==> src/rtl/rr_arb_mux.sv <==
`default_nettype none
// ============================================================================
// Module   : rr_arb_mux
// Brief    : N-channel valid/ready arbitrating mux (round-robin or fixed
//            priority) feeding a single-entry registered output stage.
// Revision : 1.0 - initial release
// ============================================================================
module rr_arb_mux #(
    parameter int WIDTH        = 32,
    parameter int MUX_QUANTITY = 4,
    parameter int FIXED_PRIO   = 0
) (
    input  logic                            clk,
    input  logic                            rst,
    input  logic [MUX_QUANTITY-1:0]         in_valid,
    input  logic [WIDTH*MUX_QUANTITY-1:0]   in_data,
    output logic [MUX_QUANTITY-1:0]         in_ready,
    output logic                            out_valid,
    output logic [WIDTH-1:0]                out_data,
    output logic [MUX_QUANTITY-1:0]         out_sel,
    input  logic                            out_ready
);

    localparam int c_PTR_W = (MUX_QUANTITY > 1) ? $clog2(MUX_QUANTITY) : 1;

    logic                      r_valid;
    logic [WIDTH-1:0]          r_data;
    logic [MUX_QUANTITY-1:0]   r_sel;
    logic [c_PTR_W-1:0]        r_ptr;

    logic [c_PTR_W-1:0]        w_start;
    logic [MUX_QUANTITY-1:0]   w_grant;
    logic                      w_found;
    logic [c_PTR_W-1:0]        w_gidx;
    logic [c_PTR_W-1:0]        w_ptr_nxt;
    logic [WIDTH-1:0]          w_mux;
    logic                      w_load;
    logic                      w_xfer;

    assign w_start = (FIXED_PRIO != 0) ? '0 : r_ptr;

    // Search offsets 0..N-1 from the start channel; the first requester wins.
    always_comb begin
        w_grant = '0;
        w_found = 1'b0;
        for (int k = 0; k < MUX_QUANTITY; k++) begin
            for (int i = 0; i < MUX_QUANTITY; i++) begin
                if (!w_found && in_valid[i] &&
                    (i == ((int'(w_start) + k) % MUX_QUANTITY))) begin
                    w_grant[i] = 1'b1;
                    w_found    = 1'b1;
                end
            end
        end
    end

    always_comb begin
        w_gidx = '0;
        w_mux  = '0;
        for (int i = 0; i < MUX_QUANTITY; i++) begin
            if (w_grant[i]) begin
                w_gidx = w_gidx | c_PTR_W'(i);
            end
            w_mux = w_mux | ({WIDTH{w_grant[i]}} & in_data[WIDTH*i +: WIDTH]);
        end
    end

    assign w_ptr_nxt = (w_gidx == c_PTR_W'(MUX_QUANTITY - 1)) ? '0
                                                               : w_gidx + c_PTR_W'(1);

    assign w_load   = ~r_valid | out_ready;
    assign in_ready = w_grant & {MUX_QUANTITY{w_load & ~rst}};
    assign w_xfer   = |in_ready;

    always_ff @(posedge clk or posedge rst) begin
        if (rst) begin
            r_valid <= 1'b0;
            r_data  <= '0;
            r_sel   <= '0;
            r_ptr   <= '0;
        end else if (w_load) begin
            r_valid <= w_xfer;
            if (w_xfer) begin
                r_data <= w_mux;
                r_sel  <= w_grant;
                r_ptr  <= w_ptr_nxt;
            end
        end
    end

    assign out_valid = r_valid;
    assign out_data  = r_data;
    assign out_sel   = r_sel;

endmodule
`default_nettype wire

==> config.mk <==
export PLATFORM = sky130hd
export DESIGN_NAME = rr_arb_mux
export DESIGN_NICKNAME = d
export VERILOG_FILES = /design/src/rtl/rr_arb_mux.sv
export SDC_FILE = /design/constraint.sdc
export NUM_CORES = 1
export LEC_CHECK = 0
export BUFFER_PORTS_ARGS = -buffer_cell sky130_fd_sc_hd__buf_2
export CORE_MARGIN = 5
export CORE_UTILIZATION = 40
export DETAILED_ROUTE_END_ITERATION = 8
export GPL_TIMING_DRIVEN = 1
export PLACE_DENSITY = 0.84
export SLEW_MARGIN = 20
export SYNTH_ARGS = -nofsm -noshare
export SYNTH_HDL_FRONTEND = slang
export SYNTH_SLANG_ARGS = --single-unit
==> constraint.sdc <==
create_clock -name clk -period 2.4 [get_ports clk]
set_input_delay 0.12 -clock clk [delete_from_list [all_inputs] [get_ports clk]]
set_output_delay 0.12 -clock clk [all_outputs]
set_load 0.03 [all_outputs]
==> flow_metrics.py <==
metrics = {
    "status": {
        "status": "finished clean",
    },
    "layout": {
        "nNetsFinal": 566,
        "design_area_sq_mm": 0.00357,
        "syn_to_final_growth_pct": 41.8,
        "final_common_cell": "buf_2",
        "drive_gt1_share_pct": 50.5,
        "diodes": 0,
        "final_cell_mix": "175 x buf_2, 66 x inv_1, 39 x dfrtp_1",
    },
    "synthesis": {
        "yosys.area_share.adder_pct": 0,
        "ys.flop_type": "dfrtp_1",
        "synth.area.mux_share_pct": 14.7,
        "yosysWarnings": 0,
        "synth-compound-area-share_pct": 29.4,
        "synth_xor_area_share_pct": 0,
        "syn_inst": 256,
        "synth-edff-count": 0,
        "synth-seq-cells": 39,
        "yosysSeqAreaShare_pct": 38.7,
        "synth_nets": 391,
        "synthArstFlopShare_pct": 100,
        "synth-simple-area-share_pct": 3.23,
        "netlist_area_sq_mm": 0.00252,
        "synth_top_family_by_area": "compound AO/OA/AOI/OAI gates",
        "syn_avg_cell_area_sq_um": 9.84,
        "synth.distinct_cells": 28,
    },
    "timing": {
        "fmax_mhz": 485,
        "period_share_pct": 85.9,
        "hold_violations": 0,
        "worst_pin_slew_ns": 0.498,
        "fin_worst_skew_ns": 0.00202,
        "finalSetupViolCount": 0,
        "tns_ns": 0,
        "min_period_ns": 2.06,
        "rsz0062_at_grt": "no",
        "relSlewSlack_pct": 66.8,
        "final-max-slew-violation-count": 0,
    },
    "clocking": {
        "cts_tree": "built",
        "ctsHtreeMaxLevel": 2,
        "clk_latency_ns": 0.28,
        "cts.sinks": 39,
        "cts_root_buffer": "clkbuf_8",
        "ctsResizeCount": 0,
        "clock_path_buffers": 2,
        "clkTransAtPathRegs_ns": 0.07,
        "numCtsBuffers": 5,
    },
    "power": {
        "powerDensity_mw_per_mm2": 1140,
        "ir_worst_vdd_uv": 605,
        "leakagePower_uw": 0.00204,
    },
    "setup_path": {
        "required_ns": 2.57,
        "crit_type": "reg2reg",
        "cp-start-kind": "flip-flop",
        "path_max_fanout": 33,
        "cp.arrival_ns": 2.23,
        "end_kind": "flip-flop",
    },
    "grt": {
        "grt_overflow": 0,
        "grt_max_degree": 40,
        "antenna_found_initial": 0,
        "grt_pass1_vias": 2689,
        "grt_usage_pct": 19.1,
        "grt_pass1_wl_microns": 11800,
    },
    "routing": {
        "routed_wl_microns": 8120,
        "via_per_inst": 5.34,
        "drc_errors": 0,
        "drt_iter0_drc": 87,
        "via_count": 2719,
        "antenna_left": 0,
        "dr.pass1.iters": 5,
        "wl_per_cell_microns": 16.0,
    },
    "placement": {
        "dpl_cell_area_sq_mm": 0.00348,
        "routabilityCongestion": 0.781,
        "dp_hpwl_microns": 6310,
        "io_buffers": 175,
    },
    "floorplan": {
        "dieHeight_microns": 89.4,
        "die_area_sq_mm": 0.00799,
        "rows": 29,
        "die_width_microns": 89.4,
        "start_util_pct": 40.4,
        "core-area_sq_mm": 0.00624,
        "io_pins": 176,
    },
    "run": {
        "maxCapViolations": 0,
    },
    "hold_path": {
        "worstHoldPathType": "in2reg",
    },
}
-- final timing paths --
kind	start	endpoint	slack, ns	cells after the start
worst max-delay path	r_ptr[1]	out_data[9]	0.34	6
worst min-delay path	out_ready	out_valid	0.13	3
max in group asynchronous	rst	out_valid	1.50	4
worst max register to register	r_ptr[1]	out_data[9]	0.34	6
min in group asynchronous	rst	out_data[24]	0.54	4
worst min register to register	out_sel[3]	out_sel[3]	0.48	1
-- cell usage after synthesis, drive strengths merged, types with 2 or more instances --
master	n	area share (%)
o32ai	32	11
a21o	4	1.2
nand2	4	0.60
dfrtp	39	39
nor2	6	0.89
a221o	32	13
mux2	32	14
o21ai	2	0.40
nor2b	3	0.74
o21a	2	0.60
clkbuf	11	1.6
a21oi	2	0.40
buf	8	2.3
inv	67	10
-- cell type report --
class	instances	area [sq um]
Clock buffer	5	68.8
Clock inverter	3	15.0
Fill cell	571	2670
Inverter	67	251
Multi-Input combinational cell	131	1200
Sequential cell	39	976
Tap cell	77	96.3
Timing Repair Buffer	187	968
-- flip-flops by register name (all words and copies together), names as in the netlist --
name and count:
out_data 32, out_sel 4, out_valid 1, r_ptr 2
-- per-layer routing --
metal  GRT usage, %  routed length [microns]
met3           4.42                      745
met5              0                        0
met2           37.2                     4280
met1           20.0                     3030
met4           5.55                       68
-- worst max-delay path: stages, from the launching register on --
cell      delay [ns]
dfrtp_1         0.50
a21oi_1         0.13
o221ai_2        0.18
buf_4           0.38
o32ai_1         0.17
a221o_1         0.28
mux2_1          0.30
-- metrics by stage --
stage	utilization, %	total power, uW	hold WS, ns	setup slack, ns	std cells
floorplan	-	2910	0.304	0.129	256
global placement	55.7	3570	0.306	0.449	500
detailed placement	55.7	3660	0.315	0.354	500
CTS	57.2	4100	0.123	0.347	509
global route	57.2	4300	0.143	0.210	509
finish	57.2	4060	0.127	0.338	509
-- logic make-up (layout without fill, tap and decap cells) --
family,Yosys count,after routing
compound gates,81,81
buf+inv,86,262
flops,39,39
mux,33,33
simple gates,17,17
-- report_power, final --
part | internal, uW | switching (uW) | total (uW)
Sequential | 980 | 178 | 1160
Combinational | 977 | 1500 | 2480
Clock | 199 | 227 | 426
-- repair_timing --
| action | in CTS | in global routing |
|---|---|---|
| hold buffers | 1 | 0 |
| setup buffers | 0 | 0 |
| endpoints found under the setup margin | 0 | 0 |
| hold endpoints to repair | 16 | 0 |
Note: power is estimated with default switching activity, not from simulation.
